### config.mk
export PLATFORM = sky130hd
export DESIGN_NAME = stream_flow_ctrl
export DESIGN_NICKNAME = d
export VERILOG_FILES = /design/src/rtl/stream_flow_ctrl.sv
export SDC_FILE = /design/constraint.sdc
export NUM_CORES = 1
export LEC_CHECK = 0
export BUFFER_PORTS_ARGS = -buffer_cell sky130_fd_sc_hd__buf_4
export CORE_MARGIN = 5
export CORE_UTILIZATION = 51
export DETAILED_ROUTE_END_ITERATION = 7
export PLACE_DENSITY = 0.84
export SLEW_MARGIN = 20
export SYNTH_ARGS = -nofsm -noshare
export SYNTH_HDL_FRONTEND = slang
export SYNTH_SLANG_ARGS = --single-unit
### constraint.sdc
create_clock -name clk -period 3.5 [get_ports clk]
set_input_delay 0.35 -clock clk [delete_from_list [all_inputs] [get_ports clk]]
set_output_delay 0.35 -clock clk [all_outputs]
set_load 0.02 [all_outputs]
### src/rtl/stream_flow_ctrl.sv
// Flow controller for the DDS chain: FIFO reset settle, output priming, DSP pacing, drain, error counting.
// Registered state, levels and counters; dsp_en is combinational and stalls on an empty input or full output FIFO.
module stream_flow_ctrl #(
   parameter int DEPTH_IN      = 512,
   parameter int DEPTH_OUT     = 512,
   parameter int PRIME_WORDS   = 16,
   parameter int SETTLE_CYCLES = 16,
   parameter int CNT_W         = 16,
   localparam int IN_W         = $clog2(DEPTH_IN) + 1,
   localparam int OUT_W        = $clog2(DEPTH_OUT) + 1
) (
   input  logic             clk,
   input  logic             rst,
   input  logic             run_req,
   input  logic             clear_err,
   input  logic             wr_rst_busy,
   input  logic             rd_rst_busy,
   input  logic             in_wr,
   input  logic             out_rd,
   output logic             ds_en,
   output logic             dsp_en,
   output logic             interp_en,
   output logic [2:0]       state,
   output logic [IN_W-1:0]  in_level,
   output logic [OUT_W-1:0] out_level,
   output logic [CNT_W-1:0] ovf_cnt,
   output logic [CNT_W-1:0] unf_cnt,
   output logic             fault
);

   localparam int ST_W = $clog2(SETTLE_CYCLES) + 1;

   typedef enum logic [2:0] {
      S_WAIT  = 3'd0,
      S_IDLE  = 3'd1,
      S_PRIME = 3'd2,
      S_RUN   = 3'd3,
      S_DRAIN = 3'd4
   } state_t;

   state_t          cur_state;
   state_t          nxt_state;
   logic [ST_W-1:0] settle_cnt;
   logic            settle_done;
   logic            chain_active;
   logic            ovf;
   logic            unf;
   logic            in_inc;
   logic            out_dec;
   logic            in_empty;
   logic            out_empty;
   logic            out_full;

   assign settle_done = settle_cnt >= ST_W'(SETTLE_CYCLES - 1);
   assign in_empty    = in_level == '0;
   assign out_empty   = out_level == '0;
   assign out_full    = out_level == OUT_W'(DEPTH_OUT);

   assign dsp_en  = chain_active && !in_empty && !out_full && !rd_rst_busy;
   assign ovf     = in_wr && (in_level == IN_W'(DEPTH_IN)) && !dsp_en;
   assign unf     = out_rd && out_empty;
   assign in_inc  = in_wr && !ovf;
   assign out_dec = out_rd && !unf;
   assign state   = cur_state;

   always_ff @(posedge clk) begin
      if (rst) begin
         cur_state <= S_WAIT;
      end else begin
         cur_state <= nxt_state;
      end
   end

   always_comb begin
      nxt_state = cur_state;
      case (cur_state)
         S_WAIT: begin
            if (settle_done && !wr_rst_busy && !rd_rst_busy) nxt_state = S_IDLE;
         end
         S_IDLE: begin
            if (run_req) nxt_state = S_PRIME;
         end
         S_PRIME: begin
            if (unf)                                          nxt_state = S_PRIME;
            else if (!run_req)                                nxt_state = S_DRAIN;
            else if (out_level >= OUT_W'(PRIME_WORDS))        nxt_state = S_RUN;
         end
         S_RUN: begin
            if (unf)           nxt_state = S_PRIME;
            else if (!run_req) nxt_state = S_DRAIN;
         end
         S_DRAIN: begin
            if (run_req)                   nxt_state = S_PRIME;
            else if (in_empty && out_empty) nxt_state = S_IDLE;
         end
         default: nxt_state = S_WAIT;
      endcase
   end

   always_comb begin
      ds_en        = 1'b0;
      interp_en    = 1'b0;
      chain_active = 1'b0;
      case (cur_state)
         S_PRIME: begin
            ds_en        = 1'b1;
            chain_active = 1'b1;
         end
         S_RUN: begin
            ds_en        = 1'b1;
            interp_en    = 1'b1;
            chain_active = 1'b1;
         end
         S_DRAIN: begin
            interp_en    = !out_empty;
            chain_active = 1'b1;
         end
         default: ;
      endcase
   end

   // Settle counter saturates rather than restarting, so a late busy pulse only delays exit
   always_ff @(posedge clk) begin
      if (rst) begin
         settle_cnt <= '0;
      end else if (cur_state == S_WAIT && !settle_done) begin
         settle_cnt <= settle_cnt + 1'b1;
      end
   end

   always_ff @(posedge clk) begin
      if (rst) begin
         in_level  <= '0;
         out_level <= '0;
      end else begin
         in_level  <= in_level + IN_W'(in_inc) - IN_W'(dsp_en);
         out_level <= out_level + OUT_W'(dsp_en) - OUT_W'(out_dec);
      end
   end

   always_ff @(posedge clk) begin
      if (rst || clear_err) begin
         ovf_cnt <= '0;
         unf_cnt <= '0;
         fault   <= 1'b0;
      end else begin
         if (ovf && ovf_cnt != '1) ovf_cnt <= ovf_cnt + 1'b1;
         if (unf && unf_cnt != '1) unf_cnt <= unf_cnt + 1'b1;
         if (ovf || unf)           fault   <= 1'b1;
      end
   end

endmodule

# After elaboration in Yosys (flattened, before gate mapping)
# Index checks and enable logic that the tools add are counted.
[totals]
regBits = 61
latch_bits = 0
mem_bits_rw = 0
rom_bits = 0
input_bits = 8
out_inout_bits = 59
wordCells = 73
mem_count = 0
[classes]
addsub = 7
n_mul = 0
div_mod_pow = 0
order_cmp = 2
n_eq_ne = 13
shift = 0
muxes = 13
bitwise_logic = 0
n_reduce_logical = 31
[op_table]
columns = ["op", "n"]
rows = [
  ["$add A16 B1 Y16 const B", 2],
  ["$ne A16 B16 Y1 const B", 2],
  ["$mux W3", 9],
  ["$add A10 B1 Y10", 2],
  ["$eq A10 B10 Y1 const B", 2],
  ["$logic_not A10 Y1", 2],
  ["$sub A10 B1 Y10", 2],
  ["$pmux W3 S5", 1],
  ["$logic_and A1 B1 Y1", 14],
  ["$ge A10 B5 Y1 const B", 1],
  ["$logic_not A1 Y1", 9],
  ["$eq A3 B2 Y1 const B", 2],
  ["$ne A3 B3 Y1 const B", 2],
  ["$add A5 B1 Y5 const B", 1],
  ["$ge A5 B4 Y1 const B", 1],
  ["$reduce_and A5 Y1", 1],
  ["$ne A2 B2 Y1 const B", 2],
  ["$ne A4 B4 Y1 const B", 1],
  ["$eq A3 B1 Y1 const B", 1],
  ["$eq A3 B3 Y1 const B", 1],
  ["$logic_not A3 Y1", 1],
  ["$reduce_or A3 Y1", 1],
  ["$logic_or A1 B1 Y1", 2],
  ["$mux W1", 2],
  ["other kinds (2)", 2],
]

# Logic depth before layout (Yosys ltp)
# Gate-level depths: netlist of the first run.
[logic_depth]
depth_word = 12
ltp_mapped = 16
ltp_nobuf = 16

# Least setup slack after synthesis of the first run
# OpenSTA, ideal clock, no wires.
[synth_timing]
path_type = "register -> register"
start = "reg out_level[2]"
end = "reg out_level[8]"
setup_ns = 0.121
arrival_ns = 3.450
required_time_ns = 3.379
setup_slack_ns = -0.071
path_stages_with_launch = 15
path_buffers = 0
period_less_slack_ns = 3.571
path_cell_list = "dfxtp_1 inv_1 ha_1 or3b_4 or2_1 and2_1 ha_1 inv_1 ha_1 fa_1 a21oi_1 o21bai_1 a2111o_1 a21oi_1 mux2_2"
[synth_via]
elab_chain_cells = 6
elab_cells_between_ends = 10
cone_classes = "2 x add/sub; 1 x eq/ne; 7 x reduce/logical"
[synth_lines]
columns = ["item", "line", "rtl"]
rows = [
  ["start, declared", "25", "output logic [OUT_W-1:0] out_level,"],
  ["start signal, assigned", "137", "out_level <= out_level + OUT_W'(dsp_en) - OUT_W'(out_dec);"],
  ["$eq A10 B10 Y1", "57", "assign out_full = out_level == OUT_W'(DEPTH_OUT);"],
  ["$logic_not A1 Y1", "59", "assign dsp_en = chain_active && !in_empty && !out_full && !rd_rst_busy;"],
  ["$logic_and A1 B1 Y1 (2 in series)", "59", ""],
  ["$add A10 B1 Y10", "137", ""],
  ["$sub A10 B1 Y10 *", "137", ""],
]
# Every way passes the cells marked *; elsewhere a longest branch is shown, timed or not.
# A chain may end at the register's enable or synchronous reset.

# Final worst setup path of the first run
[layout_timing]
start = "reg out_level[3]"
end = "reg out_level[8]"
# Same word-level chain as after synthesis.

==> qor.yml, run 1 <==
outcome: "finished clean"
cp_num_buf_inv: 2
timing.final.ws_setup_ps: 69.5
hold_violations: 0
timing.rr.end: "out_level[8]$_SDFF_PP0_"
hp-start: "clear_err"
area_growth_pct: 24.3
final_max_slew_viol_count: 0
gr-usage-met2: 0.354
drt-total-wl_mm: 10.4
drtIter0Drc: 245
met1_usage: 0.249
grt_pass1_vias: 3748
intPower_w: 0.00199
finalSetupTns_ps: 0
hold_buffers: 0
p_switching_w: 0.00141
syn-num-nets: 518
numPortBuffers: 66
fin_crit_ps: 3430
ant_nets: 0
grt_max_degree: 43
fin_nets: 598
drtPass1Iterations: 5
die_width_um: 98.5
path_delay_family: "adder cells"
insertion_delay_ps: 340
place_ws_ps: -30.6
grt_usage: 0.207
sw_frac_of_total: 0.415
cts-buffers-inserted: 9
grt.busiest_layer: "met2"
row_count: 32
clock_skew_ps: 16.4
avgSynthCellArea_um2: 8.42
final_cells: 661
reg2reg_depth: 14
yosys.area.top_type: "dfxtp_1"
synth.distinct_cells: 60
ios: 67
setup_violations: 0
hold_end: "ovf_cnt[8]$_SDFFE_PP0P_"
async_flop_share: 0
critPathSlowestCell: "a2111o_1"
core_um2: 7690
tightest_slew_ps: 894
crit_chain: "inv_2, ha_4, or3b_4, or2_4, and2_4, ha_4, inv_1, ha_2, fa_2, a21oi_2, o21bai_2, a2111o_1, a21oi_2, mux2_4"
initial_core_util: 0.519
ys.flop_type: "dfxtp_1"
cp.required_ps: 3740
dp.cells: 637
drive_above_1_share: 0.256
root_buffer: "clkbuf_8"
wl_per_cell_um: 15.8
cp_slowest_stage_delay_ps: 430
drc: 0
grt_antenna_before_repair: 0
ys_ff_latch: 61
htree_levels: 3
worstSetupPathType: "register to register"
clkTransAtPathRegs_ps: 80
cp.depth: 14
combPwrFrac: 0.546
relSlewSlack: 0.399
synthCells: 474
ir_drop_mv: 0.578
drv_cap: 0
max_freq_mhz: 292
finalCritPeriodShare: 0.980
met3_usage: 0.0573
reg2reg_from: "out_level[3]$_SDFF_PP0_"
hold_path_class: "input port to register"
vias_per_cell: 5.93
leakagePower_nw: 2.09
critical_path_peak_fanout: 3
clkPwrFrac: 0.186
synth_edf_count: 0
netlist_area_um2: 3990
grt_overflow: 0
diodes: 0
place_congestion: 0.905
reg2reg_slack_ps: 70
ys_warn_count: 0
die_y_um: 98.5
synth_top_area_share: 0.306
synth.area.top_cells: "dfxtp_1, ha_1, nor2_1"
synth_common_cells: "dfxtp_1, nor2_1, ha_1, inv_1, nand2_1"
final_core_util: 0.645
crit_path_end_kind: "register"
vias: 3919
power_density_nw_per_um2: 685
clk_path_buf_depth: 2
arrival_ps: 3670
hpwl_mm: 7.58
clkSinkCount: 61
synthMostInstantiatedCell: "dfxtp_1"
holdPathStages: 3
cts_tree: "built"
ys_seq_area_frac: 0.306
grt_pass1_wl_mm: 16.9
cp-start-kind: "register"
seqPwrFrac: 0.268
dieArea_um2: 9700
[worst max path at each step]
stage                         endpoint  slack (ps)               startpoint
2_1_floorplan   in_level[8]$_SDFF_PP0_          30   in_level[2]$_SDFF_PP0_
3_3_place_gp   out_level[8]$_SDFF_PP0_         110  out_level[2]$_SDFF_PP0_
3_5_place_dp   out_level[8]$_SDFF_PP0_         -30  out_level[3]$_SDFF_PP0_
4_1_cts         in_level[6]$_SDFF_PP0_          30   in_level[2]$_SDFF_PP0_
5_1_grt        out_level[8]$_SDFF_PP0_          -6  out_level[3]$_SDFF_PP0_
6_report       out_level[8]$_SDFF_PP0_          70  out_level[3]$_SDFF_PP0_
[repair_timing]
action,in CTS,in global routing
gates cloned,0,0
setup endpoints to repair,3,3
buffers inserted,1,7
pin swaps,3,10
resized for setup,8,18
[sequential cells by signal (all words and copies together), names as in the netlist]
name,count
settle_cnt,5
ovf_cnt,16
out_level,10
fault,1
in_level,10
unf_cnt,16
state,3
[logic make-up after synthesis]
group / share of synthesized area
and+or+nand+nor: 0.294
AOI/OAI and AO/OA: 0.163
DFF: 0.306
buffers and inverters: 0.0480
adders and majority gates: 0.117
xor gates and xnor gates: 0.0461
muxes: 0.0263
[routing by layer]
metal / routed length (µm) / vias up / part of all wire
met4: 89 / 0 / 0.0085
li1: - / 1889 / -
met3: 692 / 12 / 0.066
met5: 0 / - / 0
met2: 5230 / 137 / 0.50
met1: 4430 / 1881 / 0.42
[layout by cell type (no fill, tap or decap), types with 7 or more instances in the layout]
cell	netlist	routed
nand3_1	18	18
and3_1	11	10
a21oi_1	22	19
nand2_1	33	33
xnor2_1	12	12
nand4_1	16	16
a31oi_1	8	8
clkbuf_8	0	9
xor2_1	9	9
buf_4	0	82
nor2b_1	9	9
a41o_1	8	8
o21ai_0	13	12
nor2_1	58	57
ha_1	34	30
dfxtp_1	61	55
inv_1	34	32
a41oi_1	7	7
[metrics by stage]
stage          hold slack [ps]  total power (W)  area [µm²]
2_1_floorplan              448          0.00215        4000
4_1_cts                    298          0.00328        4840
6_report                   312          0.00340        4960
3_3_place_gp               465          0.00253        4620
3_5_place_dp               489          0.00260        4620
5_1_grt                    313          0.00365        4960
[worst register-to-register path, stage by stage (launching register included)]
cell,delay (ps)
dfxtp_2,340
inv_2,80
ha_4,130
or3b_4,370
or2_4,260
and2_4,150
ha_4,250
inv_1,40
ha_2,190
fa_2,370
a21oi_2,160
o21bai_2,90
a2111o_1,430
a21oi_2,160
mux2_4,310
[layout make-up]
cell class	instances	area (µm²)
timing repair buffer	82	616
sequential	61	1230
clock buffer	11	131
inverter	35	131
tap	102	128
multi-input combinational	365	2670
fill	657	2730
clock inverter	5	60.1
[power groups by stage]
stage	clock, W	combinational [W]	sequential, W
after global routing	0.000675	0.00205	0.000925
after detailed placement	0	0.00168	0.000918
final	0.000632	0.00186	0.000911
after floorplan	0	0.00114	0.00101
after CTS	0.000644	0.00173	0.000905
after global placement	0	0.00161	0.000912
Note: power is estimated with default switching activity, not from simulation.
==> inputs of run 2 (changes only) <==
--- a/config.mk
+++ b/config.mk
@@ -10,6 +10,7 @@
 export CORE_UTILIZATION = 51
 export DETAILED_ROUTE_END_ITERATION = 7
 export PLACE_DENSITY = 0.84
+export SETUP_SLACK_MARGIN = 0.2
 export SLEW_MARGIN = 20
 export SYNTH_ARGS = -nofsm -noshare
 export SYNTH_HDL_FRONTEND = slang
==> run 2 against run 1 <==
Compared with the run above: sequential share of layout area decreased by 0.11 points; critical path depth unchanged; clock power down 7.6%; final cell count increased by 0.45%; via count increased by 2.3%; wire length grew 3.2%; count of clock-buffer cells in the layout grew 1; final area grew 1.6%; first-iteration DRC count is 5.3% lower; die area unchanged.
==> qor.yml, run 2 (synthesis gave the netlist of run 1 again) <==
clkSinkCount: 61
clkTransAtPathRegs_ps: 70
tightest_slew_ps: 956
die_width_um: 98.5
hpwl_mm: 7.60
reg2reg_depth: 14
row_count: 32
leakagePower_nw: 2.12
insertion_delay_ps: 350
met3_usage: 0.0644
hp-start: "clear_err"
max_freq_mhz: 303
place_congestion: 0.900
reg2reg_from: "out_level[2]$_SDFF_PP0_"
grt.busiest_layer: "met2"
crit_path_end_kind: "register"
total_power_w: 0.00351
outcome: "finished clean"
grt_overflow: 0
holdPathStages: 3
area_growth_pct: 26.2
cp.required_ps: 3730
die_y_um: 98.5
ir_drop_mv: 0.537
rsz0062_at_grt: "yes"
relSlewSlack: 0.357
multi_input_area_um2: 2720
grt_pass1_vias: 3730
htree_levels: 3
drtIter0Drc: 232
final_cell_mix: "buf_4, nor2_1, dfxtp_1, nand2_1, inv_1"
grt_usage: 0.216
drv_cap: 0
cts_tree: "built"
finalCritPeriodShare: 0.943
clk_path_buf_depth: 2
cts-buffers-inserted: 9
regArea_um2: 1240
ant_nets: 0
met1_usage: 0.262
vias: 4008
final_max_slew_viol_count: 0
top_regs: "ovf_cnt (16), unf_cnt (16)"
setup_violations: 0
gr-usage-met2: 0.368
clock_skew_ps: 7.97
drt-total-wl_mm: 10.8
drc: 0
hold_violations: 0
worstSetupPathType: "register to register"
fin_crit_ps: 3300
core_um2: 7690
diodes: 0
vias_per_cell: 6.04
final_common_cell: "buf_4"
ios: 67
grt_max_degree: 43
grt_pass1_wl_mm: 17.5
initial_core_util: 0.519
drive_above_1_share: 0.274
hold_path_class: "input port to register"
dieArea_um2: 9700
fin_nets: 601
root_buffer: "clkbuf_8"
n_fill_cell: 662
finalSetupTns_ps: 0
startpoint: "out_level[2]$_SDFF_PP0_"
drtPass1Iterations: 4
critical_path_peak_fanout: 2
numPortBuffers: 66
wl_per_cell_um: 16.2
arrival_ps: 3530
grt_antenna_before_repair: 0
power_density_nw_per_um2: 697
cp-start-kind: "register"
-- run 2: critical path, stage by stage, from the launching register on --
cell and delay, ps:
dfxtp_4 350, inv_4 60, ha_4 120, or3b_4 370
or2_4 230, and2_4 140, ha_4 250, inv_2 40
ha_4 160, fa_2 370, a21oi_2 160, o21bai_2 100
a2111o_1 380, a21oi_2 150, mux2_4 310
-- run 2: power breakdown --
part / total [W] / switching [W] / leakage (nW) / internal [W]
logic: 0.00202 / 0.00110 / 1.52 / 0.000919
clock network: 0.000584 / 0.000291 / 0.0965 / 0.000293
registers: 0.000913 / 0.0000898 / 0.501 / 0.000823
total: 0.00351 / 0.00148 / 2.12 / 0.00203
-- run 2: layout make-up --
type	instances	area share
multi-input cells	365	0.540
clock inverters	4	0.00422
inverters	35	0.0266
flip-flops and latches	61	0.247
well taps	102	0.0253
clock buffers	12	0.0308
repair buffers	85	0.127
-- run 2: stage by stage --
| stage | instance area, µm² | hold WS, ps | utilization | std cells | worst slack (ps) |
|---|---|---|---|---|---|
| global placement | 4640 | 467 | 0.604 | 634 | 131 |
| finish | 5040 | 299 | 0.655 | 664 | 201 |
| CTS | 4950 | 290 | 0.644 | 658 | 186 |
| detailed placement | 4640 | 479 | 0.604 | 634 | 18.1 |
| global route | 5040 | 314 | 0.655 | 664 | 121 |
| floorplan | 4040 | 448 | - | 474 | 116 |
-- run 2: final timing paths --
path	endpoint	slack, ps
worst max register to register	out_level[8]$_SDFF_PP0_	200
worst min register to register	fault$_SDFFE_PP0P_	510
worst max-delay path	out_level[8]$_SDFF_PP0_	200
worst min-delay path	ovf_cnt[8]$_SDFFE_PP0P_	300
-- run 2: what timing repair did --
action | CTS | global route
hold buffers | 0 | 0
endpoints found under the setup margin | 3 | 4
gates resized for setup | 16 | 12
pin swaps | 14 | 18
buffers inserted | 8 | 6
-- run 2: layer usage --
metal | wire (µm) | vias to the layer above
met4 | 180 | 0
met5 | 0 | -
met2 | 5280 | 156
li1 | - | 1907
met1 | 4430 | 1926
met3 | 882 | 19
==> inputs of run 3 (changes only) <==
--- a/config.mk
+++ b/config.mk
@@ -5,11 +5,13 @@
 export SDC_FILE = /design/constraint.sdc
 export NUM_CORES = 1
 export LEC_CHECK = 0
+export ABC_AREA = 1
 export BUFFER_PORTS_ARGS = -buffer_cell sky130_fd_sc_hd__buf_4
 export CORE_MARGIN = 5
-export CORE_UTILIZATION = 51
+export CORE_UTILIZATION = 52
 export DETAILED_ROUTE_END_ITERATION = 7
-export PLACE_DENSITY = 0.84
+export PLACE_DENSITY = 0.85
+export RECOVER_POWER = 100
 export SETUP_SLACK_MARGIN = 0.2
 export SLEW_MARGIN = 20
 export SYNTH_ARGS = -nofsm -noshare
==> constraint.sdc (replaced) <==
create_clock -name clk -period 3.5 [get_ports clk]
set_input_delay 0.525 -clock clk [delete_from_list [all_inputs] [get_ports clk]]
set_output_delay 0.525 -clock clk [all_outputs]
set_load 0.02 [all_outputs]
==> run 3 against run 2 <==
Compared with the run above: largest power group unchanged; sequential share of layout area rose by 1.8 points; clock skew is 1.5 ps higher; final cell count rose by 14%; register-to-register slack improved by 230 ps; sequential power is 4.8% lower; synthesized cell count increased by 23%; first-iteration DRC count shrank 43%; count of clock-buffer cells in the layout did not move.
==> qor.yml, run 3 <==
outcome: "finished clean"
yosys.area_share.simple: 0.302
relSlewSlack: 0.370
synth_compound_area_frac: 0.136
cpMostUsedCell: "inv_1"
cts_tree: "built"
insertion_delay_ps: 340
crit_path_end_kind: "register"
synth_top_area_share: 0.301
grt_pass1_wl_mm: 16.2
drt-total-wl_mm: 9.69
syn-num-nets: 626
vias: 3931
critPathSlowestCell: "fa_1"
final_cell_mix: "nand2_1, inv_1, nor2_1, clkbuf_1, dfxtp_1"
reg2reg_depth: 20
finalSetupTns_ps: 0
max_freq_mhz: 326
dieArea_um2: 9670
diodes: 0
synth_edf_count: 0
leakagePower_nw: 1.91
numPortBuffers: 66
grt_overflow: 0
p_switching_w: 0.00132
initial_core_util: 0.531
arrival_ps: 3340
grt_pass1_vias: 3671
netlist_area_um2: 4060
clock_skew_ps: 9.48
crit_chain: "inv_1, ha_1, nand2_1, inv_1, nand3_1, nor2_1, nand3b_2, nor2_4, inv_1, o21ai_0, ha_1, inv_1, fa_1, o21ai_2, nand2_1, inv_1, o21ai_0, nand2_1, nand2_1, a21oi_1"
cts-buffers-inserted: 9
grt.busiest_layer: "met2"
intPower_w: 0.00179
clkTransAtPathRegs_ps: 70
power_density_nw_per_um2: 673
ys_warn_count: 0
place_congestion: 0.899
final_common_cell: "nand2_1"
ys.flop_type: "dfxtp_1"
area_growth_pct: 13.6
drive_above_1_share: 0.0823
combPwrFrac: 0.470
hold_path_class: "register to register"
cp-start-kind: "register"
drc: 0
ys_ff_latch: 61
cp_slowest_stage_delay_ps: 420
met3_usage: 0.0343
grt_antenna_before_repair: 0
top_regs: "ovf_cnt (16), unf_cnt (16)"
fin_crit_ps: 3070
ios: 67
hpwl_mm: 7.30
synthCells: 582
worstSetupPathType: "register to register"
fin_nets: 695
synth.distinct_cells: 43
holdPathStages: 1
synthMuxAreaShare: 0
hold_buffers: 0
synth.area.top_cells: "dfxtp_1, ha_1, nand2_1"
row_count: 32
synth_top_family_by_area: "simple AND/OR/NAND/NOR gates"
setup_violations: 0
gr-usage-met2: 0.336
clk_path_buf_depth: 2
synth_fa_ha_area_frac: 0.115
final_core_util: 0.603
cp_num_buf_inv: 5
ant_nets: 0
tightest_slew_ps: 941
die_y_um: 98.4
drtIter0Drc: 133
seqPwrFrac: 0.280
hold_violations: 0
drv_cap: 0
critical_path_peak_fanout: 4
synthMostInstantiatedCell: "nand2_1"
wl_per_cell_um: 12.8
clkSinkCount: 61
die_width_um: 98.4
root_buffer: "clkbuf_8"
drtPass1Iterations: 5
avgSynthCellArea_um2: 6.98
async_flop_share: 0
rsz0062_at_grt: "no"
final_max_slew_viol_count: 0
core_um2: 7650
synth_common_cells: "nand2_1, inv_1, nor2_1"
cp.depth: 20
htree_levels: 3
synth_xor_area_frac: 0.0410
met1_usage: 0.249
cp.required_ps: 3770
grt_usage: 0.198
grt_max_degree: 26
sw_frac_of_total: 0.424
finalCritPeriodShare: 0.876
clkPwrFrac: 0.250
path_delay_family: "simple AND/OR/NAND/NOR gates"
vias_per_cell: 5.19
yosys.area.top_type: "dfxtp_1"
ir_drop_mv: 0.589
ys_seq_area_frac: 0.301
-- run 3: worst register-to-register path, cell delays in order (launching register included) --
cell and delay, ps:
dfxtp_1 350, inv_1 70, ha_1 200, nand2_1 70, inv_1 40, nand3_1 120, nor2_1 80, nand3b_2 300
nor2_4 150, inv_1 70, o21ai_0 90, ha_1 230, inv_1 90, fa_1 420, o21ai_2 200, nand2_1 70
inv_1 70, o21ai_0 120, nand2_1 90, nand2_1 50, a21oi_1 130
-- run 3: cells by family after synthesis --
family	Yosys count
AOI/OAI and AO/OA	95
and+or+nand+nor	268
DFF	61
xor gates and xnor gates	19
adders and majority gates	36
buffers and inverters	103
-- run 3: area by class of cell --
class / count / area [µm²]
Fill cell: 756 / 3040
Multi-Input combinational cell: 418 / 2390
Sequential cell: 61 / 1220
Inverter: 94 / 353
Timing Repair Buffer: 67 / 282
Clock buffer: 12 / 145
Tap cell: 102 / 128
Clock inverter: 4 / 95.1
-- run 3: final timing paths --
| kind | start | endpoint | slack (ps) |
|---|---|---|---|
| worst max register to register | in_level[6]$_SDFF_PP0_ | in_level[6]$_SDFF_PP0_ | 430 |
| worst min-delay path | settle_cnt[4]$_SDFFE_PP0P_ | settle_cnt[4]$_SDFFE_PP0P_ | 490 |
| worst max-delay path | in_level[6]$_SDFF_PP0_ | in_level[6]$_SDFF_PP0_ | 430 |
| worst min register to register | settle_cnt[4]$_SDFFE_PP0P_ | settle_cnt[4]$_SDFFE_PP0P_ | 490 |
-- run 3: power by group through the flow --
stage / sequential (W) / clock, W / combinational [W]
2_1_floorplan: 0.000986 / 0 / 0.00100
3_3_place_gp: 0.000882 / 0 / 0.00144
3_5_place_dp: 0.000889 / 0 / 0.00150
4_1_cts: 0.000872 / 0.000787 / 0.00151
5_1_grt: 0.000885 / 0.000820 / 0.00166
6_report: 0.000869 / 0.000776 / 0.00146
-- run 3: repair_timing --
item                                    in CTS  in global routing
setup buffers                                0                  0
resized for setup                            0                  6
endpoints found under the setup margin       0                  2
-- run 3: stage by stage --
step	setup slack (ps)	total power (W)	hold WS [ps]	cells	instance area (µm²)
after global placement	556	0.00232	462	742	4610
final	433	0.00311	487	758	4610
after global routing	148	0.00336	518	758	4610
after detailed placement	281	0.00239	478	742	4610
after CTS	241	0.00317	490	758	4850
after floorplan	602	0.00199	451	582	4060
-- run 3: per-layer routing --
metal,part of all wire,wire length [µm]
met2,0.49,4760
met3,0.054,524
met1,0.44,4230
met4,0.018,178
met5,0,0
